`config.mk`:
```
export PLATFORM = sky130hd
export DESIGN_NAME = redux_mem_dump
export DESIGN_NICKNAME = d
export VERILOG_FILES = /design/src/rtl/redux_mem_dump.sv
export SDC_FILE = /design/constraint.sdc
export NUM_CORES = 1
export LEC_CHECK = 0
export CORE_MARGIN = 2
export CORE_UTILIZATION = 30
export DETAILED_ROUTE_END_ITERATION = 16
export GPL_TIMING_DRIVEN = 0
export PLACE_DENSITY = 0.53
export SKIP_LAST_GASP = 1
export SYNTH_ARGS = -nofsm -noshare
export SYNTH_HDL_FRONTEND = slang
export SYNTH_SLANG_ARGS = --single-unit
export TNS_END_PERCENT = 30
```
`constraint.sdc`:
```
create_clock -name clk -period 9.45 [get_ports clk]
set_input_delay 1.89 -clock clk [delete_from_list [all_inputs] [get_ports clk]]
set_output_delay 1.89 -clock clk [all_outputs]
set_load 0.1 [all_outputs]
```
`src/rtl/redux_mem_dump.sv`:
```
// redux_mem_dump
// Memory-dump unit for the Redux-V core. Snoops the core's data-memory write
// port and records every written address in a bitmap. On a start pulse,
// typically the core's halt, it walks the address space from 0 to the top
// address. For each location that was written, it reads the location through
// a synchronous read port. It then emits the (address, data) pair on a
// valid/ready stream.
//
// Ports:
//   clk, reset          clock, asynchronous active-high reset (clears bitmap too)
//   wr_en, wr_addr      snooped core data-memory write port
//   start               dump request, only honoured while idle
//   mem_rd_en/addr      read strobe and address to the data memory
//   mem_rd_data         read data, valid one cycle after mem_rd_en
//   out_valid/ready     output stream handshake
//   out_addr/out_data   emitted entry
//   busy                high whenever a dump is in progress (incl. done cycle)
//   done                one-cycle pulse when the scan completes
module redux_mem_dump #(
  parameter int ADDR_W = 8,
  parameter int DATA_W = 8
) (
  input  logic              clk,
  input  logic              reset,
  input  logic              wr_en,
  input  logic [ADDR_W-1:0] wr_addr,
  input  logic              start,
  output logic              mem_rd_en,
  output logic [ADDR_W-1:0] mem_rd_addr,
  input  logic [DATA_W-1:0] mem_rd_data,
  output logic              out_valid,
  input  logic              out_ready,
  output logic [ADDR_W-1:0] out_addr,
  output logic [DATA_W-1:0] out_data,
  output logic              busy,
  output logic              done
);

  localparam int                DEPTH   = 1 << ADDR_W;
  localparam logic [ADDR_W-1:0] PTR_MAX = '1;

  typedef enum logic [2:0] {
    IDLE,
    SCAN,
    WAIT,
    SEND,
    DONE
  } state_t;

  state_t            state_q, state_d;
  logic [ADDR_W-1:0] ptr_q, ptr_d;
  logic [DEPTH-1:0]  bitmap_q;
  logic              hit;

  logic [ADDR_W-1:0] addr_p1;
  logic [DATA_W-1:0] data_p1;

  // Registered bitmap: a write landing on ptr in the same cycle it is scanned
  // is not seen by that scan step, only by later dumps.
  assign hit = bitmap_q[ptr_q];

  always_ff @(posedge clk or posedge reset) begin
    if (reset) begin
      bitmap_q <= '0;
    end else if (wr_en) begin
      bitmap_q[wr_addr] <= 1'b1;
    end
  end

  always_ff @(posedge clk or posedge reset) begin
    if (reset) begin
      state_q <= IDLE;
      ptr_q   <= '0;
    end else begin
      state_q <= state_d;
      ptr_q   <= ptr_d;
    end
  end

  // Stage p1: read data returns one cycle after the strobe issued in SCAN.
  // The entry is captured here and held for the whole SEND state.
  always_ff @(posedge clk or posedge reset) begin
    if (reset) begin
      addr_p1 <= '0;
      data_p1 <= '0;
    end else if (state_q == WAIT) begin
      addr_p1 <= ptr_q;
      data_p1 <= mem_rd_data;
    end
  end

  always_comb begin
    state_d     = state_q;
    ptr_d       = ptr_q;
    mem_rd_en   = 1'b0;
    mem_rd_addr = '0;
    case (state_q)
      IDLE: begin
        if (start) begin
          state_d = SCAN;
          ptr_d   = '0;
        end
      end
      SCAN: begin
        if (hit) begin
          mem_rd_en   = 1'b1;
          mem_rd_addr = ptr_q;
          state_d     = WAIT;
        end else if (ptr_q == PTR_MAX) begin
          state_d = DONE;
        end else begin
          ptr_d = ptr_q + 1'b1;
        end
      end
      WAIT: begin
        state_d = SEND;
      end
      SEND: begin
        // The top address is terminal; ptr never wraps back to 0.
        if (out_ready) begin
          if (ptr_q == PTR_MAX) begin
            state_d = DONE;
          end else begin
            ptr_d   = ptr_q + 1'b1;
            state_d = SCAN;
          end
        end
      end
      DONE: begin
        state_d = IDLE;
      end
      default: begin
        state_d = IDLE;
      end
    endcase
  end

  assign out_valid = (state_q == SEND);
  assign out_addr  = addr_p1;
  assign out_data  = data_p1;
  assign busy      = (state_q != IDLE);
  assign done      = (state_q == DONE);

endmodule

```
Word level (Yosys, flattened, before mapping)
Cells that the tools add are included.
{ "word_totals": {"output_inout_bits": 28, "input_bits": 21, "word_cells": 44, "regBits": 283} }
{ "op_classes": {"n_reduce_logical": 6, "mux": 19, "add_sub_neg": 1, "magnitude_cmp": 3, "n_eq_ne": 9, "n_bitwise": 1} }
{ "op_table": {"columns": ["cell", "count"], "rows": [
  ["OR 256 bit", 1],
  ["two-way mux 8 bit", 6],
  ["one-hot mux 8 bit (3 select lines)", 1],
  ["less-than comparator 8 x 9 -> 1 bit (second input constant)", 2],
  ["two-way mux 3 bit", 5],
  ["one-hot mux 3 bit (4 select lines)", 1],
  ["adder 8 x 1 -> 8 bit (second input constant)", 1],
  ["binary-select mux 1 bit (select 8 bit)", 1],
  ["demux 1 bit (select 8 bit)", 1],
  ["equality test 8 bit (second input constant)", 1],
  [">= comparator 8 x 1 -> 1 bit (second input constant)", 1],
  ["equality test 3 x 2 -> 1 bit (second input constant)", 2],
  ["nonzero test 3 bit", 2],
  ["two-way mux 1 bit", 4],
  ["!= test 2 bit (second input constant)", 2],
  ["AND reduction 4 bit", 1],
  ["equality test 3 x 1 -> 1 bit (second input constant)", 1],
  ["equality test 3 bit (second input constant)", 1],
  ["zero test 3 bit", 1],
  ["!= test 3 bit (second input constant)", 1],
  ["AND reduction 3 bit", 1],
  ["!= test 2 x 1 -> 1 bit (second input constant)", 1],
  ["logical AND 1 bit", 1]
]} }

Logic depth before layout (Yosys ltp)
{ "depth": {"word_depth": 5, "mapped_depth": 13, "ltp_nobuf": 8} }

Least setup slack after synthesis
Ideal clock, no wire load.
{ "synth_timing": {"path_kind": "register -> output", "start": "reg ptr_q[0]", "end": "out mem_rd_addr[7]", "path_buffers": 3, "slack_ns": 2.909, "required_time_ns": 7.560, "path_stages_with_launch": 10, "t_arrival_ns": 4.651, "cell_sequence": "dfrtp_1 > buf_4 > buf_4 > and2_1 > buf_2 > a221oi_1 > o21ai_0 > o2111ai_1 > a211oi_2 > nor4_1"} }
{ "synth_via": {"elab_chain_cells": 4} }
{ "synth_lines": {"columns": ["item", "line_no", "source"], "rows": [
  ["start: declaration", "51", "logic [ADDR_W-1:0] ptr_q, ptr_d;"],
  ["start signal: assignment", "76", "ptr_q <= ptr_d;"],
  ["binary-select mux 1 bit (select 8 bit)", "60", "assign hit = bitmap_q[ptr_q];"],
  ["two-way mux 1 bit (not written as such)", "60", null],
  ["two-way mux 8 bit", "105", "if (hit) begin"],
  ["two-way mux 8 bit", "97", "case (state_q)"],
  ["end: declaration", "29", "output logic [ADDR_W-1:0] mem_rd_addr,"]
]} }
Every way passes these cells. The select of a mux whose other input is x is not followed.

Worst setup path in the final report
{ "layout_timing": {"start": "reg ptr_q[2]", "end": "out mem_rd_addr[3]"} }
The elaborated chain is that of the path after synthesis.

==> impl_metrics.yaml <==
status:
  status: "finished, final reports clean"
clock_network:
  cts_hold_buf: 0
  path_clk_slew_ns: 0.06
  root_buffer: "clkbuf_16"
  cts_resized: 0
  cts_buffers: 31
  cts_max_path_buffers: 3
  clkLatencyLatePin_ns: 0.56
  htreeDepth: 1
  cts_tree: "built"
  clock-sinks: 283
  cts_setup_buffers: 0
synth:
  yosysSeqAreaShare_pct: 56.9
  ys_warn_count: 0
  synth.distinct_cells: 57
  syn-cell-area_sq_um: 12400
  yosys.area.top_type_share_pct: 56.9
  ys_ff_latch: 283
  avgSynthCellArea_sq_um: 13.0
  syn-num-nets: 981
  ys.flop_type: "dfrtp_1"
  synthCells: 959
  yosysTopAreaCell: "dfrtp_1"
  synth.area.top_cells: "dfrtp_1 57%, a21o_1 13%, mux4_2 6.0%"
  async_flop_share_pct: 100
  synth-edff-count: 0
route:
  drc_errors: 0
  via_count: 8580
  drt-pass1-iter-count: 5
  ant_nets: 0
  drt-wirelength-per-cell_microns: 23.5
  drt_iter0_drc: 718
  routed_wl_mm: 37.7
  avgViaCountPerCell: 5.35
timing:
  setup_tns_ns: 0
  hold_viol: 0
  maxSlewHeadroom_pct: 10.0
  rsz0062_at_grt: "false"
  worstMarginPinSlew_ns: 1.34
  final-max-slew-violation-count: 0
  setup_viol_count_final: 0
  setup_ws_ns: 1.91
  fmax_mhz: 133
  finalCriticalPeriod_ns: 7.54
  skew_ns: 0.0133
  period_share_pct: 79.8
floorplan:
  io_pins: 49
  fp-row-count: 74
  core_area_sq_um: 40900
  dieWidth_microns: 208
  dieArea_sq_um: 43100
  initial_utilization_pct: 30.4
  chipHeight_microns: 208
job:
  cap_violations: 0
grt:
  grt_antenna_before_repair: 1
  overflow: 0
  grt_pass1_wl_mm: 57.3
  first_global_vias: 8677
  grt_max_degree: 42
  grt_usage_pct: 17.5
critical_path:
  cp_max_fo: 10
  rrSetupSlack_ns: 4.85
  criticalPathCategory: "reg -> out"
  critPathLaunchType: "flop"
  crit_arrival_ns: 5.65
  crit_required_ns: 7.56
  end_kind: "primary output"
finish:
  postLayoutCoreUtil_pct: 36.1
  fin_area_sq_um: 14800
  drive_gt1_share_pct: 12.7
  nets: 1071
  syn_to_final_growth_pct: 18.9
hold_path:
  hp-class: "reg -> reg"
power_and_ir_drop:
  vdd.ir_drop.worst_v: 0.000142
  p_leak_uw: 0.00807
  power_density_nw_per_um2: 259
place:
  hpwl_mm: 26.4
  gp_congestion: 0.837
  portBuffers: 48
  dp_slack_ns: 2.58
  placed_area_sq_um: 13800
## metrics by stage
stage / instances / hold WS [ns] / total power, uW
detailed placement: 1548 / 0.436 / 2620
CTS: 1603 / 0.450 / 3850
global route: 1603 / 0.464 / 3980
finish: 1604 / 0.446 / 3830
floorplan: 959 / 0.420 / 2240
global placement: 1539 / 0.430 / 2610
## flip-flops by register name, summed over array words and instances, names as in the netlist
register / flops
ptr_q: 8
out_data: 8
bitmap_q: 256
out_addr: 8
state_q: 3
## worst max-delay path: stages, from the launching register on
cell and delay [ns]:
dfrtp_1 0.32, clkbuf_1 0.30, clkbuf_1 0.77, clkbuf_1 0.69, mux4_2 0.43, o21ai_0 0.34, nand2_1 0.12, o31ai_2 0.41
o32ai_2 0.24, clkbuf_1 0.24, and3_1 0.23, clkdlybuf4s50_1 0.96
## cells in the mapped netlist (3+ instances only)
library cell and instances:
a211oi_1 3, inv_1 8, nand2_1 33, and3_1 11, nand3_1 17, a22oi_1 16, o21ai_0 12, nor3_1 16
nand4_1 4, a221oi_1 5, mux4_2 33, mux2_2 19, nand2b_1 11, mux2i_1 54, o21bai_1 48, a21oi_1 11
and2_1 6, or3_1 3, buf_2 15, o221a_1 3, dfrtp_1 283, o22ai_1 3, a21o_1 208, nor2b_1 11
mux4_1 10, nor4_1 6, clkbuf_1 53, nor2_1 22
## routing by layer
metal | part of all wire (%) | track usage [%] | vias up
met4 | 2.5 | 4.45 | 0
met5 | 0 | 0 | -
met3 | 6.3 | 3.59 | 60
met1 | 47 | 25.6 | 4475
li1 | - | - | 3746
met2 | 44 | 26.5 | 299
## cell usage in the layout (no fill, tap or decap), types with 5 or more instances in the layout
master / synthesis / layout
a21o_1: 208 / 208
a21oi_1: 11 / 11
a221oi_1: 5 / 5
a22oi_1: 16 / 16
and2_1: 6 / 6
and3_1: 11 / 11
buf_12: 0 / 8
buf_2: 15 / 16
clkbuf_1: 53 / 59
clkbuf_16: 0 / 31
clkbuf_8: 0 / 7
clkdlybuf4s50_1: 0 / 48
clkinv_2: 0 / 7
dfrtp_1: 283 / 283
inv_1: 8 / 7
mux2_2: 19 / 19
mux2i_1: 54 / 54
mux4_1: 10 / 10
mux4_2: 33 / 33
nand2_1: 33 / 33
nand2b_1: 11 / 11
nand3_1: 17 / 17
nor2_1: 22 / 22
nor2b_1: 11 / 11
nor3_1: 16 / 16
nor4_1: 6 / 5
o21ai_0: 12 / 12
o21bai_1: 48 / 48
## layout make-up
class | instances | area (sq um)
fill | 4039 | 26100
sequential | 283 | 7080
multi-input combinational | 595 | 5030
clock buffer | 44 | 895
tap | 532 | 666
timing repair buffer | 57 | 646
buffer | 73 | 308
clock inverter | 11 | 134
inverter | 8 | 33.8
antenna | 1 | 2.50
## logic make-up after synthesis
logic type	count (synthesis)	synth area share, %
AOI/OAI and AO/OA	329	20.0
adders and majority gates	1	0.101
buffers and inverters	81	2.72
DFF	283	56.9
muxes	116	14.2
and+or+nand+nor	149	6.14
## final timing paths
| kind | start | cells after the start | to |
|---|---|---|---|
| worst max-delay path | ptr_q[2] | 11 | mem_rd_addr[3] |
| worst max register to register | ptr_q[2] | 10 | ptr_q[3] |
| worst min-delay path | bitmap_q[124] | 1 | bitmap_q[124] |
| max in group asynchronous | reset | 5 | bitmap_q[115] |
| min in group asynchronous | reset | 3 | bitmap_q[23] |
| worst min register to register | bitmap_q[124] | 1 | bitmap_q[124] |
## power breakdown
group	internal (uW)	switching [uW]
Clock	734	493
Combinational	408	786
Sequential	1340	75.6
Total	2480	1350
Power figures use the tool's default switching activity.
